<file path="config.mk">
export PLATFORM = sky130hd
export DESIGN_NAME = fifo_burst_writer
export DESIGN_NICKNAME = d
export VERILOG_FILES = /design/src/rtl/fifo_burst_writer.sv
export SDC_FILE = /design/constraint.sdc
export NUM_CORES = 1
export LEC_CHECK = 0
export CORE_ASPECT_RATIO = 1.4
export CORE_MARGIN = 2
export CORE_UTILIZATION = 50
export DETAILED_ROUTE_END_ITERATION = 12
export MAX_ROUTING_LAYER = met4
export PLACE_DENSITY = 0.81
export SLEW_MARGIN = 5
export SYNTH_ARGS = -nofsm -noshare
export SYNTH_HDL_FRONTEND = slang
export SYNTH_SLANG_ARGS = --single-unit
</file>
<file path="constraint.sdc">
create_clock -name clk -period 3.2 [get_ports clk]
set_input_delay 0.64 -clock clk [delete_from_list [all_inputs] [get_ports clk]]
set_output_delay 0.64 -clock clk [all_outputs]
set_load 0.01 [all_outputs]
</file>
<file path="src/rtl/fifo_burst_writer.sv">
// Drains a show-ahead pixel FIFO into the SDRAM write port in fixed-length bursts.
// It generates frame-relative burst addresses, wraps at end of frame and realigns on frame_start.
module fifo_burst_writer #(
  parameter int DATA_WIDTH  = 16,
  parameter int COUNT_WIDTH = 10,
  parameter int ADDR_WIDTH  = 24,
  parameter int BURST_LEN   = 16,
  parameter int FRAME_WORDS = 307200,
  parameter int BASE_ADDR   = 0
) (
  input  logic                   clk,
  input  logic                   rst_n,
  input  logic                   frame_start,
  input  logic                   fifo_empty,
  input  logic [COUNT_WIDTH-1:0] fifo_count,
  input  logic [DATA_WIDTH-1:0]  fifo_data,
  output logic                   fifo_read,
  output logic                   cmd_valid,
  input  logic                   cmd_ready,
  output logic [ADDR_WIDTH-1:0]  cmd_addr,
  output logic                   wr_valid,
  input  logic                   wr_ready,
  output logic [DATA_WIDTH-1:0]  wr_data,
  output logic                   wr_last,
  output logic                   frame_done,
  output logic                   busy
);
  localparam int BW = (BURST_LEN > 1) ? $clog2(BURST_LEN) : 1;
  localparam int WW = $clog2(FRAME_WORDS + 1);
  localparam logic [ADDR_WIDTH-1:0] BASE = ADDR_WIDTH'(BASE_ADDR);

  typedef enum logic [1:0] {IDLE, CMD, DATA} state_t;

  state_t          state;
  logic [BW-1:0]   beat_cnt;
  logic [WW-1:0]   word_cnt;
  logic [WW-1:0]   word_nxt;
  logic            restart_pend;
  logic            beat;
  logic            last_beat;
  logic            wrap;

  // Beats stall on an empty FIFO so no word is lost or duplicated.
  assign wr_valid  = (state == DATA) & ~fifo_empty;
  assign beat      = wr_valid & wr_ready;
  assign fifo_read = beat;
  assign wr_last   = wr_valid & (beat_cnt == BW'(BURST_LEN - 1));
  assign last_beat = beat & wr_last;
  assign wr_data   = fifo_data;
  assign busy      = (state != IDLE);
  assign word_nxt  = word_cnt + WW'(BURST_LEN);
  assign wrap      = (word_nxt == WW'(FRAME_WORDS));

  always_ff @(posedge clk or negedge rst_n) begin
    if (!rst_n) begin
      state        <= IDLE;
      cmd_valid    <= 1'b0;
      cmd_addr     <= BASE;
      frame_done   <= 1'b0;
      beat_cnt     <= '0;
      word_cnt     <= '0;
      restart_pend <= 1'b0;
    end else begin
      frame_done <= 1'b0;
      case (state)
        IDLE: begin
          if (frame_start) begin
            cmd_addr <= BASE;
            word_cnt <= '0;
          end
          if (fifo_count >= COUNT_WIDTH'(BURST_LEN)) begin
            state     <= CMD;
            cmd_valid <= 1'b1;
          end
        end
        CMD: begin
          if (frame_start) restart_pend <= 1'b1;
          if (cmd_ready) begin
            cmd_valid <= 1'b0;
            beat_cnt  <= '0;
            state     <= DATA;
          end
        end
        DATA: begin
          if (frame_start) restart_pend <= 1'b1;
          if (beat) beat_cnt <= beat_cnt + 1'b1;
          if (last_beat) begin
            state        <= IDLE;
            restart_pend <= 1'b0;
            frame_done   <= wrap;
            // A restart that lands on the final beat still takes effect right here.
            if (wrap || restart_pend || frame_start) begin
              cmd_addr <= BASE;
              word_cnt <= '0;
            end else begin
              cmd_addr <= cmd_addr + ADDR_WIDTH'(BURST_LEN);
              word_cnt <= word_nxt;
            end
          end
        end
        default: state <= IDLE;
      endcase
    end
  end
endmodule

</file>
==> flow_summary_export.csv, run 1 <==
group,metric,value,unit
cells_and_area,final_util,0.5600,
hold_path,hold_class,"in2async",
timing,period_needed,2.849,ns
timing,hold_violations,0,
timing,slew_violations,0,
synth,synthFlopType,"dfrtp_1",
cells_and_area,syn_to_final_growth,9.636,%
global_routing,overflow,0,
worst_setup_path,cpPeakStageDelay,0.57,ns
cells_and_area,n_antenna_cell,0,
clocking,clk_latency,0.30,ns
place,dp_hpwl,5236,um
timing,max_freq,351.0,MHz
cells_and_area,nFillCells,561,
clocking,cts_tree,"yes",
worst_setup_path,cp_data_required_time,3.37,ns
synth,yosysUniqueCellTypes,67,
synth,synthTopCellsByCount,"dfrtp_1 (44), nand2_1 (40), buf_4 (23), nor2_1 (23), nand3_1 (22)",
drt,ant_nets,0,
synth,synth_edf_count,0,
synth,yosysMostFrequentCell,"dfrtp_1",
synth,synth_top_area_frac,0.3519,
worst_setup_path,cp_slowest_cell,"or4b_1",
synth,synth-seq-cells,44,
outcome,status,"complete, no violations",
place,io_buffers,37,
synth,yosys.area.top_type,"dfrtp_1",
worst_setup_path,cp_cell_sequence,"ha_1, nand2_2, o32ai_1, nand3_1, or4b_1, o21ai_4, o211ai_1",
drt,wl_per_cell,16.86,um
synth,synth_seq_area_share,0.3519,
floorplanning,die_h,97.61,um
timing,tightest_slew,0.9762,ns
place,post-place-ws,0.4033,ns
timing,tns,0,ns
floorplanning,die-area,6916,um2
clocking,root_buffer,"clkbuf_8",
timing,hold-worst-slack,0.4875,ns
clocking,clockBufferDepth,2,
clocking,cts_buffers,5,
drt,routed_wl,7369,um
timing,fin_ws,0.3506,ns
power,finalPower,1.326,mW
worst_setup_path,critPathTopFamily,"compound AO/OA/AOI/OAI gates",
power,peakVddDrop,275.5,uV
global_routing,grt_first_pass_wirelength,12670,um
cells_and_area,regArea,1101,um2
flow_run,drv_cap,0,
global_routing,grt_pass1_vias,2737,
timing,setup_viol,0,
power,power.density,386.5,nW/um2
cells_and_area,multi_input_area,1709,um2
clocking,cts.sinks,44,
clocking,hold_buffers,0,
clocking,clkTransAtPathRegs,0.09,ns
cells_and_area,drive_above_1_share,0.07123,
drt,route.detailed.drc,0,
floorplanning,core-area,6126,um2
worst_setup_path,path_class,"reg2reg",
synth,synth_area_per_cell,8.765,um2
worst_setup_path,cp-end-kind,"flip-flop",
synth,synth_area_leaders,"dfrtp_1 (35%), buf_4 (5.5%), nand2_1 (4.8%)",
global_routing,antenna_found_initial,0,
floorplanning,die_w,70.86,um
drt,viasPerCell,6.362,
timing,rsz0062_at_grt,"false",
global_routing,grt_max_degree,45,
synth,synthArstFlopShare,1.000,
synth,synth_area,3129,um2
cells_and_area,fin_nets,403,
worst_setup_path,cp.arrival,3.01,ns
place,gp_congestion,0.8732,
timing,finClkSkew,0.01324,ns
drt,vias,2780,
worst_setup_path,critPathLaunchType,"flip-flop",
synth,synth_warnings,0,
floorplanning,rows,34,
worst_setup_path,cp_max_fo,14,
clocking,h-tree-depth,2,
synth,syn_inst,357,
timing,finalCritPeriodShare,0.8904,
worst_setup_path,crit_buf_inv,0,
floorplanning,start_util,0.5108,
timing,slew_headroom,0.3492,
power,p_leak,1.392,nW
clocking,postCtsResizedCells,0,
floorplanning,io_pins,78,
drt,drt_iter0_markers,184,
clocking,cts_setup_buffers,0,
global_routing,track_usage,0.2287,
drt,drt_first_pass_iters,4,
==> metrics by stage <==
step | cells | area (um2)
finish | 437 | 3431
detailed placement | 429 | 3333
global placement | 429 | 3333
CTS | 437 | 3431
global route | 437 | 3431
floorplan | 360 | 3141
==> per-layer routing <==
layer | up-vias | GRT usage | part of all wire
met5 | - | - | 0
met4 | 0 | 0.07257 | 0.013
met3 | 10 | 0.02386 | 0.044
met2 | 84 | 0.4098 | 0.55
met1 | 1362 | 0.2641 | 0.40
li1 | 1324 | - | -
==> power breakdown <==
part           internal (mW)  total, mW  switching (mW)
Sequential             0.582      0.602          0.0192
Combinational          0.123      0.346           0.223
Clock                  0.175      0.378           0.203
Total                  0.881       1.33           0.445
==> cells in the final DEF (no fill, tap or decap), types with 5 or more instances in the layout <==
cell	instances
nor3_1	6
nand2_1	40
dfrtp_1	44
nand3_1	22
nor2_1	23
o211ai_1	14
o221ai_1	6
a32o_1	6
a21oi_1	10
nand4_1	8
clkdlybuf4s50_1	36
inv_1	10
and3_1	11
o31ai_1	5
clkbuf_8	6
o21ai_0	16
or3_1	5
ha_1	7
==> flip-flops by register name, summed over array words and instances, names as in the netlist <==
name,flops
beat_cnt,4
cmd_addr,20
cmd_valid,1
frame_done,1
restart_pend,1
state,2
word_cnt,15
==> path summary, 6_finish.rpt <==
path / startpoint / end / slack [ns] / depth (start not counted)
worst max-delay path: word_cnt[4] / cmd_addr[8] / 0.35 / 7
worst min-delay path: rst_n / word_cnt[7] / 0.49 / 1
worst max register to register: word_cnt[4] / cmd_addr[8] / 0.35 / 7
worst min register to register: beat_cnt[1] / beat_cnt[1] / 0.52 / 2
max in group asynchronous: rst_n / cmd_addr[14] / 2.10 / 1
min in group clk: beat_cnt[1] / beat_cnt[1] / 0.52 / 2
==> cell families after synthesis <==
| family | after synthesis | synth area share |
|---|---|---|
| buffers and inverters | 54 | 0.1056 |
| other | 1 | 0.001198 |
| muxes | 4 | 0.01359 |
| xor gates and xnor gates | 7 | 0.01959 |
| and+or+nand+nor | 145 | 0.2515 |
| DFF | 44 | 0.3519 |
| adders and majority gates | 7 | 0.02799 |
| AOI/OAI and AO/OA | 95 | 0.2287 |
==> area by class of cell <==
cell class | instances | area share
clock buffers | 6 | 0.02407
clock inverters | 2 | 0.004376
repair buffers | 41 | 0.1152
inverters | 10 | 0.01094
flip-flops and latches | 44 | 0.3209
multi-input cells | 262 | 0.4982
well taps | 72 | 0.02626
Note: power is estimated with default switching activity, not from simulation.
==> run 2: changes to the inputs <==
--- a/config.mk
+++ b/config.mk
@@ -5,12 +5,14 @@
 export SDC_FILE = /design/constraint.sdc
 export NUM_CORES = 1
 export LEC_CHECK = 0
+export CELL_PAD_IN_SITES_DETAIL_PLACEMENT = 1
+export CELL_PAD_IN_SITES_GLOBAL_PLACEMENT = 2
 export CORE_ASPECT_RATIO = 1.4
 export CORE_MARGIN = 2
-export CORE_UTILIZATION = 50
+export CORE_UTILIZATION = 29
 export DETAILED_ROUTE_END_ITERATION = 12
 export MAX_ROUTING_LAYER = met4
-export PLACE_DENSITY = 0.81
+export PLACE_DENSITY_LB_ADDON = 0.1
 export SLEW_MARGIN = 5
 export SYNTH_ARGS = -nofsm -noshare
 export SYNTH_HDL_FRONTEND = slang
==> run 2 against run 1 <==
Net effect: core utilization decreased by 21 points; sequential power about the same; design area increased by 6.0%; setup slack gained 0.048 ns; clock-buffer cell count is 1 higher; critical path depth unchanged; critical path type unchanged; largest cell class unchanged; largest power group unchanged.
==> flow_summary_export.csv, run 2 (synthesis results as in run 1) <==
group,metric,value,unit
outcome,status,"complete, no violations",
power,peakVddDrop,185.7,uV
drt,drt_first_pass_iters,4,
global_routing,overflow,0,
drt,vias,2786,
cells_and_area,fin_nets,412,
floorplanning,rows,44,
worst_setup_path,critPathLaunchType,"flip-flop",
floorplanning,core-area,10460,um2
cells_and_area,drive_above_1_share,0.09115,
floorplanning,die_h,126.9,um
drt,ant_nets,0,
floorplanning,die_w,91.79,um
timing,rsz0062_at_grt,"false",
flow_run,drv_cap,0,
cells_and_area,syn_to_final_growth,16.19,%
worst_setup_path,path_class,"reg2reg",
cells_and_area,multi_input_area,1709,um2
clocking,root_buffer,"clkbuf_16",
drt,route.detailed.drc,0,
drt,viasPerCell,5.452,
clocking,cts_setup_buffers,0,
timing,slew_violations,0,
timing,finalCritPeriodShare,0.8754,
global_routing,grt_max_degree,32,
clocking,clockBufferDepth,2,
cells_and_area,reg.largest.list,"cmd_addr: 20 flops, word_cnt: 15 flops, beat_cnt: 4 flops",
worst_setup_path,reg2reg_slack,0.40,ns
cells_and_area,n_antenna_cell,0,
cells_and_area,largest_reg_flops,20,
timing,setup_viol,0,
global_routing,busiest_layer,"met2",
clocking,cts.sinks,44,
global_routing,grtUsageMet3,0.02375,
drt,routed_wl,9423,um
cells_and_area,final_common_cell,"dfrtp_1",
cells_and_area,final_cell_mix,"dfrtp_1 (44), nand2_1 (40), clkdlybuf4s50_1 (36), nor2_1 (23), nand3_1 (22)",
floorplanning,io_pins,78,
global_routing,track_usage,0.1743,
global_routing,met2_usage,0.3131,
worst_setup_path,cp-end-kind,"flip-flop",
clocking,clkTransAtPathRegs,0.06,ns
power,finalPower,1.535,mW
cells_and_area,top_register,"cmd_addr",
cells_and_area,regArea,1101,um2
clocking,h-tree-depth,2,
global_routing,antenna_found_initial,0,
worst_setup_path,cp.arrival,2.95,ns
worst_setup_path,cp_data_required_time,3.35,ns
drt,wl_per_cell,18.44,um
floorplanning,start_util,0.2992,
timing,max_freq,357.0,MHz
clocking,hold_buffers,0,
global_routing,met1_usage,0.2035,
floorplanning,die-area,11650,um2
power,power.density,422.2,nW/um2
clocking,cts_tree,"yes",
timing,finClkSkew,0.008191,ns
global_routing,grt_pass1_vias,2912,
global_routing,grt_first_pass_wirelength,15590,um
timing,tightest_slew,0.8271,ns
timing,period_needed,2.801,ns
clocking,cts_buffers,5,
cells_and_area,nFillCells,1233,
place,dp_hpwl,6736,um
hold_path,hold_class,"in2async",
power,p_leak,1.469,nW
timing,tns,0,ns
place,gp_congestion,0.7780,
place,io_buffers,37,
timing,slew_headroom,0.4435,
drt,drt_iter0_markers,119,
clocking,postCtsResizedCells,0,
timing,hold_violations,0,
clocking,clk_latency,0.29,ns
worst_setup_path,cp_max_fo,12,
==> run 2: metal layers <==
| layer | up-vias | part of all wire |
|---|---|---|
| li1 | 1336 | - |
| met1 | 1417 | 0.44 |
| met2 | 26 | 0.53 |
| met3 | 7 | 0.016 |
| met4 | 0 | 0.011 |
| met5 | - | 0 |
==> run 2: worst paths after layout <==
kind	startpoint	endpoint	cells after the start
worst max-delay path	word_cnt[6]	word_cnt[14]	7
worst min-delay path	rst_n	word_cnt[16]	1
worst max register to register	word_cnt[6]	word_cnt[14]	7
worst min register to register	state[0]	state[0]	2
max in group asynchronous	rst_n	cmd_addr[18]	2
min in group clk	state[0]	state[0]	2
==> run 2: where the power goes <==
part	switching, mW	internal (mW)	total (mW)
Combinational	0.237	0.139	0.376
Sequential	0.0195	0.583	0.603
Clock	0.228	0.329	0.557
Total	0.485	1.05	1.54
==> run 2: layout make-up <==
type,instances,area share
clock buffers,7,0.04198
inverters,10,0.01032
multi-input cells,262,0.4701
flip-flops and latches,44,0.3028
well taps,138,0.04749
repair buffers,50,0.1273
==> run 2: worst max-delay path: stages, from the launching register on <==
cell,delay [ns]
dfrtp_1,0.59
nand3_1,0.37
o21ai_0,0.34
nand3_1,0.10
or4b_1,0.67
buf_4,0.27
o211ai_1,0.21
o221ai_2,0.11
==> run 2: per-stage QoR <==
stage	hold WS, ns	std cells	setup WS, ns	cell area (um2)	util
floorplan	0.3444	360	0.8026	3141	-
global placement	0.5007	504	0.4100	3483	0.3330
detailed placement	0.5017	504	0.3893	3483	0.3330
CTS	0.4641	511	0.4128	3636	0.3476
global route	0.4932	511	0.2128	3636	0.3476
finish	0.4284	511	0.3988	3636	0.3476
==> run 3: changes to the inputs <==
--- a/config.mk
+++ b/config.mk
@@ -12,7 +12,7 @@
 export CORE_UTILIZATION = 29
 export DETAILED_ROUTE_END_ITERATION = 12
 export MAX_ROUTING_LAYER = met4
-export PLACE_DENSITY_LB_ADDON = 0.1
+export PLACE_DENSITY = 0.86
 export SLEW_MARGIN = 5
 export SYNTH_ARGS = -nofsm -noshare
 export SYNTH_HDL_FRONTEND = slang
==> run 3 against run 2 <==
Net effect: sequential share of layout area rose by 0.18 points; clock-buffer cell count fell by 1; via count rose by 0.97%; clock skew fell by 0.00055 ns; total power rose by 3.2%; sequential power barely moved; maximum frequency fell by 2.7%; die area did not move; setup slack got worse by 0.078 ns; largest cell class unchanged; largest power group is now the clock network.
==> flow_summary_export.csv, run 3 (synthesis results as in run 1) <==
group,metric,value,unit
timing,max_freq,347.3,MHz
cells_and_area,regArea,1101,um2
drt,route.detailed.drc,0,
clocking,clockBufferDepth,2,
worst_setup_path,critPathLaunchType,"flip-flop",
global_routing,met1_usage,0.1867,
global_routing,grt_first_pass_wirelength,15200,um
floorplanning,die-area,11650,um2
clocking,root_buffer,"clkbuf_16",
timing,hold_violations,0,
timing,tightest_slew,1.060,ns
worst_setup_path,cp_max_fo,9,
timing,finalCritPeriodShare,0.8998,
clocking,clk_latency,0.30,ns
floorplanning,io_pins,78,
drt,vias,2813,
floorplanning,start_util,0.2992,
clocking,postCtsResizedCells,0,
cells_and_area,final_cell_mix,"dfrtp_1 (44), nand2_1 (40), clkdlybuf4s50_1 (36), nor2_1 (23), nand3_1 (22)",
worst_setup_path,r2r-start,"word_cnt[4]",
place,dp_hpwl,6199,um
global_routing,met2_usage,0.2963,
drt,drt_first_pass_iters,4,
timing,period_needed,2.879,ns
global_routing,grt_pass1_vias,2959,
cells_and_area,final_util,0.3456,
cells_and_area,largest_reg_flops,20,
cells_and_area,final_common_cell,"dfrtp_1",
clocking,cts_buffers,5,
cells_and_area,fin_nets,406,
timing,slew_violations,0,
worst_setup_path,cp.arrival,3.06,ns
worst_setup_path,cp_data_required_time,3.38,ns
worst_setup_path,r2r-end,"word_cnt[5]",
worst_setup_path,cp_cell_sequence,"ha_1, nand2_2, nor4_2, nand3_1, a2111o_1, nand2b_4, a32o_1",
place,dp.cells,498,
floorplanning,core-area,10460,um2
cells_and_area,drive_above_1_share,0.07609,
global_routing,busiest_layer,"met2",
timing,finClkSkew,0.007638,ns
power,power.density,438.2,nW/um2
flow_run,drv_cap,0,
worst_setup_path,reg2reg_slack,0.32,ns
worst_setup_path,cp_slowest_cell,"a2111o_1",
drt,viasPerCell,5.559,
drt,drt_iter0_markers,97,
cells_and_area,nFillCells,1267,
cells_and_area,finalInstanceArea,3615,um2
clocking,h-tree-depth,2,
timing,tns,0,ns
clocking,clkTransAtPathRegs,0.06,ns
clocking,hold_buffers,0,
global_routing,grt_max_degree,45,
timing,slew_headroom,0.2932,
global_routing,grtUsageMet3,0.02138,
floorplanning,rows,44,
global_routing,overflow,0,
global_routing,antenna_found_initial,0,
drt,ant_nets,0,
cells_and_area,stdcell_count,506,
timing,setup_viol,0,
worst_setup_path,crit_buf_inv,0,
place,gp_congestion,0.8124,
hold_path,hold_class,"in2async",
cells_and_area,reg.largest.list,"cmd_addr: 20 flops, word_cnt: 15 flops, beat_cnt: 4 flops",
worst_setup_path,path_class,"reg2reg",
clocking,cts.sinks,44,
worst_setup_path,cpPeakStageDelay,0.60,ns
power,p_leak,1.444,nW
power,peakVddDrop,221.3,uV
timing,rsz0062_at_grt,"false",
worst_setup_path,critPathTopFamily,"simple AND/OR/NAND/NOR gates",
drt,wl_per_cell,17.83,um
cells_and_area,syn_to_final_growth,15.51,%
cells_and_area,n_antenna_cell,0,
place,postPlaceCellArea,3451,um2
outcome,status,"complete, no violations",
global_routing,track_usage,0.1669,
cells_and_area,top_register,"cmd_addr",
floorplanning,die_h,126.9,um
clocking,cts_setup_buffers,0,
worst_setup_path,rr_worst_depth,7,
worst_setup_path,cp-end-kind,"flip-flop",
drt,routed_wl,9021,um
floorplanning,die_w,91.79,um
clocking,cts_tree,"yes",
place,io_buffers,37,
cells_and_area,multi_input_area,1709,um2
==> run 3: cell count changes in the layout (fill, tap and decap cells not counted) <==
cell	change
clkbuf_8	-2
buf_12	+1
clkinv_2	+1
clkbuf_1	+1
bufinv_16	+1
buf_4	-7
==> run 3: report_power, final <==
group | leakage (nW) | total (mW) | internal [mW] | switching [mW]
logic | 0.760 | 0.378 | 0.143 | 0.235
clock network | 0.0808 | 0.604 | 0.368 | 0.236
registers | 0.604 | 0.602 | 0.583 | 0.0193
==> run 3: final cells by class <==
class,count,area share
clock buffers,6,0.03565
clock inverters,2,0.009692
inverters,10,0.01038
multi-input cells,262,0.4728
flip-flops and latches,44,0.3046
well taps,138,0.04777
repair buffers,44,0.1191
==> run 3: per-layer routing <==
metal / vias to the layer above / part of all wire
met1: 1431 / 0.42
met2: 41 / 0.53
met3: 17 / 0.024
met4: 0 / 0.027
met5: - / 0
li1: 1324 / -
==> run 3: worst reg2reg max path, cell delays in order, from the launching register on <==
cell	delay, ns
dfrtp_1	0.46
ha_1	0.40
nand2_2	0.18
nor4_2	0.38
nand3_1	0.19
a2111o_1	0.60
nand2b_4	0.25
a32o_1	0.30
==> run 3: through the flow <==
step | setup WS, ns | hold WS [ns] | total power, mW
3_3_place_gp | 0.3931 | 0.4923 | 0.9830
6_report | 0.3207 | 0.5308 | 1.584
5_1_grt | 0.1360 | 0.5506 | 1.661
3_5_place_dp | 0.3687 | 0.5183 | 0.9949
2_1_floorplan | 0.8026 | 0.3444 | 0.8490
4_1_cts | 0.3385 | 0.5356 | 1.598
==> run 3: how the worst max path moves through the flow <==
| stage | startpoint | to | slack [ns] | cells past startpoint |
|---|---|---|---|---|
| after floorplan | word_cnt[4] | cmd_addr[12] | 0.80 | 9 |
| after global placement | word_cnt[4] | word_cnt[5] | 0.39 | 7 |
| after detailed placement | word_cnt[4] | word_cnt[5] | 0.37 | 7 |
| after CTS | word_cnt[4] | word_cnt[5] | 0.34 | 7 |
| after global routing | word_cnt[4] | word_cnt[5] | 0.14 | 7 |
| final | word_cnt[4] | word_cnt[5] | 0.32 | 7 |
